`src/rtl/alu_pkg.sv`:
```
// Shared types for the multi-cycle ALU.
// Opcode map and control FSM states.
package alu_pkg;

  typedef enum logic [3:0] {
    OP_NOP = 4'h0,
    OP_ADD = 4'h1,
    OP_SUB = 4'h2,
    OP_INC = 4'h3,
    OP_DEC = 4'h4,
    OP_OR  = 4'h5,
    OP_AND = 4'h6,
    OP_XOR = 4'h7,
    OP_SHR = 4'h8,
    OP_SHL = 4'h9,
    OP_NOT = 4'hA,
    OP_NEG = 4'hB,
    OP_ADC = 4'hC,
    OP_SBC = 4'hD,
    OP_MUL = 4'hE,
    OP_ILL = 4'hF
  } op_e;

  typedef enum logic [1:0] {
    IDLE,
    BUSY,
    DONE
  } state_e;

endpackage

```
`src/rtl/alu_mul_seq.sv`:
```
// Sequential unsigned shift-add multiplier.
// One partial product per cycle, WIDTH cycles per start.
module alu_mul_seq #(
  parameter int WIDTH = 8
) (
  input  logic                 clk,
  input  logic                 rst_n,
  input  logic                 start,
  input  logic [WIDTH-1:0]     a,
  input  logic [WIDTH-1:0]     b,
  output logic                 done,
  output logic [2*WIDTH-1:0]   prod
);

  localparam int CW = $clog2(WIDTH + 1);
  localparam logic [CW-1:0] LAST = CW'(WIDTH - 1);

  logic [CW-1:0]      cnt;
  logic               run;
  logic [2*WIDTH-1:0] acc;
  logic [2*WIDTH-1:0] mcand;
  logic [WIDTH-1:0]   mplier;

  // prod is the accumulator after the step taken this cycle
  assign prod = acc + (mplier[0] ? mcand : '0);
  assign done = run && (cnt == LAST);

  always_ff @(posedge clk) begin
    if (!rst_n) begin
      cnt    <= '0;
      run    <= 1'b0;
      acc    <= '0;
      mcand  <= '0;
      mplier <= '0;
    end else if (start) begin
      cnt    <= '0;
      run    <= 1'b1;
      acc    <= '0;
      mcand  <= {{WIDTH{1'b0}}, a};
      mplier <= b;
    end else if (run) begin
      acc    <= prod;
      mcand  <= mcand << 1;
      mplier <= mplier >> 1;
      cnt    <= cnt + 1'b1;
      if (done) run <= 1'b0;
    end
  end

endmodule

```
`src/rtl/alu_mc.sv`:
```
// Multi-cycle ALU with valid/ready handshakes.
// Single-cycle ops plus a sequential multiply.
module alu_mc
  import alu_pkg::*;
#(
  parameter int WIDTH = 8
) (
  input  logic             clk,
  input  logic             rst_n,
  input  logic             in_valid,
  output logic             in_ready,
  input  logic [WIDTH-1:0] in_a,
  input  logic [WIDTH-1:0] in_b,
  input  logic [3:0]       opcode,
  output logic             out_valid,
  input  logic             out_ready,
  output logic [WIDTH-1:0] alu_out,
  output logic             alu_zero,
  output logic             alu_carry,
  output logic             alu_ovf,
  output logic             alu_err
);

  localparam logic [WIDTH:0] ONE = (WIDTH + 1)'(1);

  state_e             state;
  op_e                op;
  logic               carry_q;
  logic               cq_eff;
  logic               accept;
  logic               retire;
  logic [WIDTH:0]     y;
  logic [WIDTH:0]     sum;
  logic [WIDTH:0]     res;
  logic               cin;
  logic               arith;
  logic               ovf;
  logic               err;
  logic               mul_start;
  logic               mul_done;
  logic [2*WIDTH-1:0] prod;

  assign op        = op_e'(opcode);
  assign in_ready  = (state == IDLE) || (state == DONE && out_ready);
  assign out_valid = (state == DONE);
  assign accept    = in_valid && in_ready;
  assign retire    = out_valid && out_ready;
  assign mul_start = accept && (op == OP_MUL);

  // an op accepted while the previous one retires sees its carry
  assign cq_eff = (retire && !alu_err) ? alu_carry : carry_q;

  always_comb begin
    y     = '0;
    cin   = 1'b0;
    arith = 1'b0;
    err   = 1'b0;
    res   = '0;
    sum   = '0;
    ovf   = 1'b0;
    unique case (op)
      OP_ADD: begin y = {1'b0, in_b};  arith = 1'b1; end
      OP_SUB: begin y = {1'b0, ~in_b}; cin = 1'b1; arith = 1'b1; end
      OP_INC: begin cin = 1'b1; arith = 1'b1; end
      OP_DEC: begin y = {1'b0, {WIDTH{1'b1}}}; arith = 1'b1; end
      OP_ADC: begin y = {1'b0, in_b};  cin = cq_eff; arith = 1'b1; end
      OP_SBC: begin y = {1'b0, ~in_b}; cin = cq_eff; arith = 1'b1; end
      OP_OR:  res = {1'b0, in_a | in_b};
      OP_AND: res = {1'b0, in_a & in_b};
      OP_XOR: res = {1'b0, in_a ^ in_b};
      OP_SHR: res = {in_a[0], 1'b0, in_a[WIDTH-1:1]};
      OP_SHL: res = {in_a, 1'b0};
      OP_NOT: res = {1'b0, ~in_a};
      OP_NEG: res = {1'b0, ~in_a} + ONE;
      OP_MUL: res = '0;
      default: err = 1'b1;
    endcase
    sum = {1'b0, in_a} + y + {{WIDTH{1'b0}}, cin};
    if (arith) begin
      res = sum;
      ovf = (in_a[WIDTH-1] == y[WIDTH-1]) &&
            (sum[WIDTH-1] != in_a[WIDTH-1]);
    end
  end

  alu_mul_seq #(.WIDTH(WIDTH)) u_mul (
    .clk   (clk),
    .rst_n (rst_n),
    .start (mul_start),
    .a     (in_a),
    .b     (in_b),
    .done  (mul_done),
    .prod  (prod)
  );

  always_ff @(posedge clk) begin
    if (!rst_n) begin
      state     <= IDLE;
      alu_out   <= '0;
      alu_zero  <= 1'b0;
      alu_carry <= 1'b0;
      alu_ovf   <= 1'b0;
      alu_err   <= 1'b0;
      carry_q   <= 1'b0;
    end else begin
      if (retire && !alu_err) carry_q <= alu_carry;
      unique case (state)
        BUSY: begin
          if (mul_done) begin
            state     <= DONE;
            alu_out   <= prod[WIDTH-1:0];
            alu_zero  <= (prod[WIDTH-1:0] == '0);
            alu_carry <= |prod[2*WIDTH-1:WIDTH];
            alu_ovf   <= 1'b0;
            alu_err   <= 1'b0;
          end
        end
        default: begin
          if (accept) begin
            if (op == OP_MUL) begin
              state <= BUSY;
            end else begin
              state     <= DONE;
              alu_out   <= res[WIDTH-1:0];
              alu_zero  <= (res[WIDTH-1:0] == '0);
              alu_carry <= res[WIDTH];
              alu_ovf   <= ovf;
              alu_err   <= err;
            end
          end else if (retire) begin
            state <= IDLE;
          end
        end
      endcase
    end
  end

endmodule

```
`config.mk`:
```
export PLATFORM = sky130hd
export DESIGN_NAME = alu_mc
export DESIGN_NICKNAME = d
export VERILOG_FILES = /design/src/rtl/alu_pkg.sv /design/src/rtl/alu_mul_seq.sv /design/src/rtl/alu_mc.sv
export SDC_FILE = /design/constraint.sdc
export NUM_CORES = 1
export LEC_CHECK = 0
export CELL_PAD_IN_SITES_DETAIL_PLACEMENT = 1
export CELL_PAD_IN_SITES_GLOBAL_PLACEMENT = 1
export CORE_MARGIN = 2
export CORE_UTILIZATION = 40
export DETAILED_ROUTE_END_ITERATION = 12
export DONT_BUFFER_PORTS = 1
export PLACE_DENSITY_LB_ADDON = 0.1
export SLEW_MARGIN = 10
export SYNTH_ARGS = -nofsm -noshare
export SYNTH_HDL_FRONTEND = slang
export SYNTH_SLANG_ARGS = --single-unit
```
`constraint.sdc`:
```
create_clock -name clk -period 5.5 [get_ports clk]
set_input_delay 0.55 -clock clk [delete_from_list [all_inputs] [get_ports clk]]
set_output_delay 0.55 -clock clk [all_outputs]
set_load 0.1 [all_outputs]
```
==> flow_summary_export.csv <==
group,metric,value,unit
clocking,worstSkewPairLatency,0.34,ns
critical_path,critical_path.startpoint,"alu_err",
hold_path,hold_path_cell_cnt,1,
timing,layout_worst_path_cycle_share,72.9,%
timing,timing.final.max_slew_violations,0,
placed_design,post_dp_cell_area,4990,um^2
placed_design,numPortBuffers,0,
route,dr.pass1.iters,4,
pwr,power.leakage,2.30,nW
critical_path,worstReg2RegStart,"alu_err",
die,placeableCoreArea,12000,um^2
pwr,power.share.combinational,14.4,%
die,dieHeight,115,um
layout,fin_util,44.1,%
timing,finalSetupTns,0,ns
route,route.detailed.drc,0,
synth,synth_async_sr_flop_share,0,%
clocking,total_number_of_clock_tree_sinks,60,
clocking,post_cts_resize_count,0,
clocking,worst_setup_hold_path_clk_slew,0.06,ns
timing,worst-slew-pin-transition,1.05,ns
synth,synth.ff_latch_count,60,
synth,synthesis.instances,617,
flow_run,drv.max_cap_violation_count,0,
critical_path,crit_required,5.73,ns
synth,yosys_warnings,0,
global_route,pin_count_of_the_biggest_net_entering_global_routing,45,
pwr,net_switching_power,361,uW
layout,antenna_cells,0,
outcome,run_status,"completed",
synth,net_count_after_synthesis,684,
global_route,tot_gr_track_use,23.4,%
synth,synthesis.area_per_instance,7.97,um^2
clocking,clock_tree_from_tritoncts,"built",
global_route,number_of_global_route_vias_before_repair,4430,
synth,post_synth_instance_area,4920,um^2
route,routed-via-count,4401,
hold_path,hold_path_startpoint,"rst_n",
timing,final.setup_skew,0.00684,ns
pwr,total_power,1.27,mW
global_route,grt_antenna_before_repair,0,
clocking,numCtsBuffers,9,
route,avgRoutedWirePerCell,19.9,um
die,boundaryPins,38,
pwr,power.share.clock,46.5,%
pwr,power.sequential.fraction,39.0,%
clocking,number_of_h_tree_branching_levels,3,
timing,report.final.setup_viol,0,
clocking,ctsHoldBuffers,0,
die,die_w,115,um
layout,area.growth.synth_to_final,7.63,%
pwr,ir_drop,0.000229,V
route,via_per_inst,5.88,
route,totalWireLength,14900,um
global_route,grt-ovfl-total,0,
clocking,cts.path.max_buffers,2,
critical_path,arrival,4.23,ns
timing,timing.fmax,0.249,GHz
die,die_area,13200,um^2
synth,ys.flop_type,"dfxtp_1",
clocking,cts_setup_buffers,0,
die,initial_utilization,40.9,%
critical_path,critical_path_peak_fanout,3,
layout,final_net_count,665,
pwr,sw_frac_of_total,28.5,%
synth,number_of_enable_type_register_cells_in_the_synthesized_netlist,0,
global_route,wire_length_of_the_first_global_routing_pass,24000,um
timing,fin_crit,4.01,ns
hold_path,hold_path.class,"in -> reg",
synth,share_of_synthesized_area_occupied_by_flip_flops_and_latches,24.4,%
critical_path,path_class,"reg -> reg",
pwr,intPower,905,uW
placed_design,hpwl,11200,um
timing,slew_headroom,29.8,%
critical_path,reg2reg_path_depth,14,
timing,finalHoldViolCount,0,
layout,post_layout_nonfiller_instances,749,
critical_path,timing.critical_path.to_type,"flip-flop",
die,rows,40,
timing,rsz_0062_raised_after_global_routing,"false",
clocking,root_buffer,"clkbuf_16",
layout,final_layout_size_suffix_gt1_share,4.82,%
pwr,cellPowerDensity,239,nW/um^2
layout,design_area,5290,um^2
route,drtIter0Drc,292,
placed_design,globalplace.congestion,0.915,
placed_design,numPlacedInstances,734,
synth,netlist-cell-type-count,61,
critical_path,critPathLaunchType,"flip-flop",
route,postRouteAntennaNets,0,
## per-layer routing
layer / share of wire, % / routed length, um / vias up / GRT usage [%]
li1: - / - / 2182 / -
met4: 1.8 / 262 / 0 / 6.59
met3: 3.5 / 524 / 23 / 5.38
met2: 45 / 6760 / 79 / 36.6
met1: 49 / 7380 / 2117 / 32.2
met5: 0 / 0 / - / 0
## synthesized netlist by cell type (all sizes together) (3+ instances only)
cell,instances,area share [%]
a211oi,14,2.1
o211ai,7,1.1
nand4,4,0.51
a21oi,37,3.8
clkbuf,22,1.7
nand2b,10,1.3
a221oi,5,1.1
and2,22,2.8
inv,33,2.5
o22ai,6,0.76
nor2,52,4.0
and3,8,1.0
o211a,15,3.1
o2bb2ai,3,0.53
nand2,54,4.1
nor2b,18,2.3
mux2i,46,9.4
fa,3,1.2
nor4,8,1.0
ha,40,10
nor3,10,1.0
buf,13,1.6
o21ai,35,3.6
a22oi,5,0.76
xor2,7,1.2
a22o,3,0.53
nand3,16,1.6
xnor2,19,3.4
o21a,3,0.46
a21boi,5,0.76
dfxtp,60,24
## per-stage QoR
| stage | hold slack (ns) | worst slack [ns] |
|---|---|---|
| floorplan | 0.460 | 1.70 |
| global placement | 0.477 | 1.51 |
| detailed placement | 0.500 | 1.35 |
| CTS | 0.331 | 1.50 |
| global route | 0.331 | 1.18 |
| finish | 0.345 | 1.49 |
## cell type report
cell class / instances / area [um^2]
fillers: 1490 / 6720
clock buffers: 9 / 225
clock inverters: 6 / 80.1
multi-input cells: 489 / 3440
inverters: 33 / 124
flip-flops and latches: 60 / 1200
repair buffers: 5 / 37.5
well taps: 147 / 184
## cells in the final DEF (no fill, tap or decap), types with 3 or more instances in the layout
cell type / n
dfxtp_1: 59
mux2i_1: 46
and3_1: 8
o21ai_0: 35
ha_1: 40
nand4_1: 4
o2bb2ai_1: 3
o211ai_1: 7
a22o_1: 3
a221oi_1: 3
a211oi_1: 14
nor3_1: 10
nor4_1: 8
a22oi_1: 5
inv_1: 33
o22ai_1: 6
nand3_1: 16
nand2_1: 54
o21a_1: 3
clkbuf_16: 9
a21boi_0: 3
clkinv_2: 4
nor2_1: 52
nand2b_1: 10
fa_1: 3
and2_1: 22
buf_4: 5
xor2_1: 7
o211a_1: 15
xnor2_1: 19
nor2b_1: 16
a21oi_1: 36
## flip-flops by register name (all words and copies together) (netlist names), 2 cells and up
signal and cells:
u_mul.acc 16, u_mul.mcand 16, alu_out 8, u_mul.mplier 8
u_mul.cnt 4, state 2
## logic make-up (layout without fill, tap and decap cells)
family                     Yosys count  count (layout)  synth area share [%]
and+or+nand+nor                    213             213                  21.6
AOI/OAI and AO/OA                  161             161                  22.9
buffers and inverters               68              53                  5.75
DFF                                 60              60                  24.4
muxes                               46              46                  9.36
adders and majority gates           43              43                  11.4
xor gates and xnor gates            26              26                  4.63
## critical path, cell delays in order, from the launching register on
cell and delay (ns):
dfxtp_1 0.65, nor4b_1 0.52, mux2i_1 0.17, nor4_1 0.20, a21oi_1 0.09, fa_1 0.45, fa_1 0.42, nand2b_1 0.18
a21oi_1 0.25, o31a_1 0.17, a21oi_1 0.05, a221oi_1 0.44, nand2_1 0.11, o211ai_1 0.11, a21boi_1 0.08
## worst paths after layout
kind / to / slack (ns)
hold / removal: state[0] / 0.34
hold reg to reg: u_mul.acc[14] / 0.50
setup reg to reg: alu_out[6] / 1.49
setup / recovery: alu_out[6] / 1.49
## power by group through the flow
stage               combinational (mW)  clock (mW)  sequential (mW)
finish                           0.183       0.589            0.494
global route                     0.202       0.626            0.495
CTS                              0.182       0.605            0.494
detailed placement               0.181           0            0.503
global placement                 0.178           0            0.502
floorplan                        0.149           0            0.505
(Power assumes the default switching activity.)
==> variant, RTL diff (same flow settings) <==
`WIDTH` is set to 8 in 2 places; all go to 4.
--- a/src/rtl/alu_mul_seq.sv
+++ b/src/rtl/alu_mul_seq.sv
@@ -2,5 +2,5 @@
 // One partial product per cycle, WIDTH cycles per start.
 module alu_mul_seq #(
-  parameter int WIDTH = 8
+  parameter int WIDTH = 4
 ) (
   input  logic                 clk,
--- a/src/rtl/alu_mc.sv
+++ b/src/rtl/alu_mc.sv
@@ -4,5 +4,5 @@
   import alu_pkg::*;
 #(
-  parameter int WIDTH = 8
+  parameter int WIDTH = 4
 ) (
   input  logic             clk,
Ports: changed (resized alu_out, in_a and in_b); port bits go from 38 to 26. The function was not compared with the original's and may differ.
==> variant against the unedited design <==
  * Design area is 45% lower
  * Sequential cell count is 25 lower
  * Synthesized area is 44% lower
  * Worst setup slack better by 0.77 ns
  * Clock skew is 0.0015 ns lower
  * Sequential power is 40% lower
  * Total power is 52% lower
  * Wire length is 51% lower
  * Largest cell class unchanged
  * Highest routed layer unchanged
==> variant: results (changes against the unedited design) <==
- Synth unique cells: 62 (+1.6%)
- Seq/Total Area, Yosys: 25.5% (+1.1 points)
- Critical path class: flop to flop
- Slew margin rel.: 32.1% (+2.3 points)
- Hold_sp: rst_n
- CP arrival: 3.42 ns (-0.81 ns)
- TritonCTS Buffers: 5 (-4)
- CTS root buf: clkbuf_8
- Synth top area cells: dfxtp_1 (26%), ha_1 (9.6%), mux2i_1 (8.0%)
- Initial DRC Count: 79 (-73%)
- Area leader, netlist: dfxtp_1
- # nets final: 371 (-44%)
- Routability-driven placement congestion ratio: 0.903 (-1.3%)
- First-pass GRT wire length: 12.1 mm (-50%)
- DRT Wirelength: 7.38 mm (-51%)
- PortBufs: 0 (unchanged)
- Asr flop ratio synth: 0% (unchanged)
- Commonest cells post-synth: nor2_1 (40), dfxtp_1 (35), mux2i_1 (22), nand2_1 (22), ha_1 (21)
- R2r startpoint: alu_err
- CP Max Fanout: 3 (unchanged)
- Compound-Gate Fraction of Synth Area: 22.0% (-0.87 points)
- Internal power: 0.420 mW (-54%)
- Initial antenna violation count: 0 (unchanged)
- DP HPWL: 5.61 mm (-50%)
- Via Count: 2,378 (-46%)
- Outcome: finished clean
- Clk slew on worst S/H paths: 0.07 ns
- Setup Fix Bufs, Post-CTS: 0 (unchanged)
- Clk_skew: 0.00533 ns (-0.00151 ns)
- H-Tree Depth: 2 (-1)
- Total GRT Usage: 20.3% (-3.0 points)
- Tightest Hold Check Type: input pin to flop
- Antenna cell count: 0 (unchanged)
- Vias in the first global route: 2,316 (-48%)
- Largest net degree at the start of global routing: 31 (-31%)
- Xor/xnor share of the synthesized area: 3.51% (-1.1 points)
- Final Hold Viols: 0 (unchanged)
- Share of post-route cells with drive strength above 1: 5.42% (+0.60 points)
- VDD IR max: 0.116 mV (-49%)
- Clock buffer depth: 2 (unchanged)
- CTS resizes: 0 (unchanged)
- Worst-Skew Late Latency: 0.29 ns (-0.05 ns)
- Largest regs: u_mul.acc: 8 flops, u_mul.mcand: 8 flops
- Mux cell area share after synthesis: 8.84% (-0.53 points)
- Leak Pwr: 1.15 nW (-50%)
- Syn Nets: 377 (-45%)
- Drt pass-1 iters: 4 (unchanged)
- Synth warn: 0 (unchanged)
- Adder-Cell Fraction of Synth Area: 11.8% (+0.35 points)
## variant: stage by stage
stage	hold slack [ns]	power (mW)	instance area, um^2	worst slack [ns]	instances
floorplan	0.456	0.395	2750	1.49	337
global placement	0.467	0.409	2790	2.36	404
detailed placement	0.483	0.412	2790	2.28	404
CTS	0.388	0.621	2890	2.25	412
global route	0.379	0.646	2890	2.08	412
finish	0.392	0.613	2890	2.26	412
## variant: critical path: stages (launching register included)
cell	delay, ns
dfxtp_1	0.97
and3b_1	0.28
mux2i_1	0.22
o31ai_1	0.11
fa_1	0.41
fa_1	0.41
xnor2_1	0.15
o22ai_1	0.23
nor4_1	0.09
a32o_1	0.26
## variant: layout make-up
class	instances	area, um^2
well taps	80	100
multi-input cells	265	1890
fillers	847	3820
flip-flops and latches	35	701
clock buffers	8	100
repair buffers	4	30.0
inverters	20	75.1
## variant: final timing paths
path                  end  slack [ns]  cells after the start
max reg2reg      alu_zero        2.26                      9
min              alu_zero        0.39                      1
min reg2reg  u_mul.cnt[2]        0.48                      2
max              alu_zero        2.26                      9
## variant: routing by layer
metal | routed length [um] | global-route usage (%) | up-vias
met5 | 0 | 0 | -
met4 | 37 | 2.56 | 0
met3 | 267 | 3.98 | 7
met2 | 3320 | 32.8 | 32
met1 | 3760 | 28.9 | 1140
li1 | - | - | 1199
## variant: power by group through the flow
| stage | clock network (mW) | logic, mW | registers (mW) |
|---|---|---|---|
| after global routing | 0.227 | 0.124 | 0.295 |
| final | 0.207 | 0.113 | 0.294 |
| after detailed placement | 0 | 0.113 | 0.299 |
| after global placement | 0 | 0.110 | 0.299 |
| after floorplan | 0 | 0.0930 | 0.302 |
| after CTS | 0.214 | 0.113 | 0.293 |
## variant: logic make-up (layout without fill, tap and decap cells)
group                      Yosys count  count (layout)
AOI/OAI and AO/OA                   88              88
DFF                                 35              35
xor gates and xnor gates            11              11
buffers and inverters               37              32
muxes                               24              24
and+or+nand+nor                    118             118
adders and majority gates           24              24
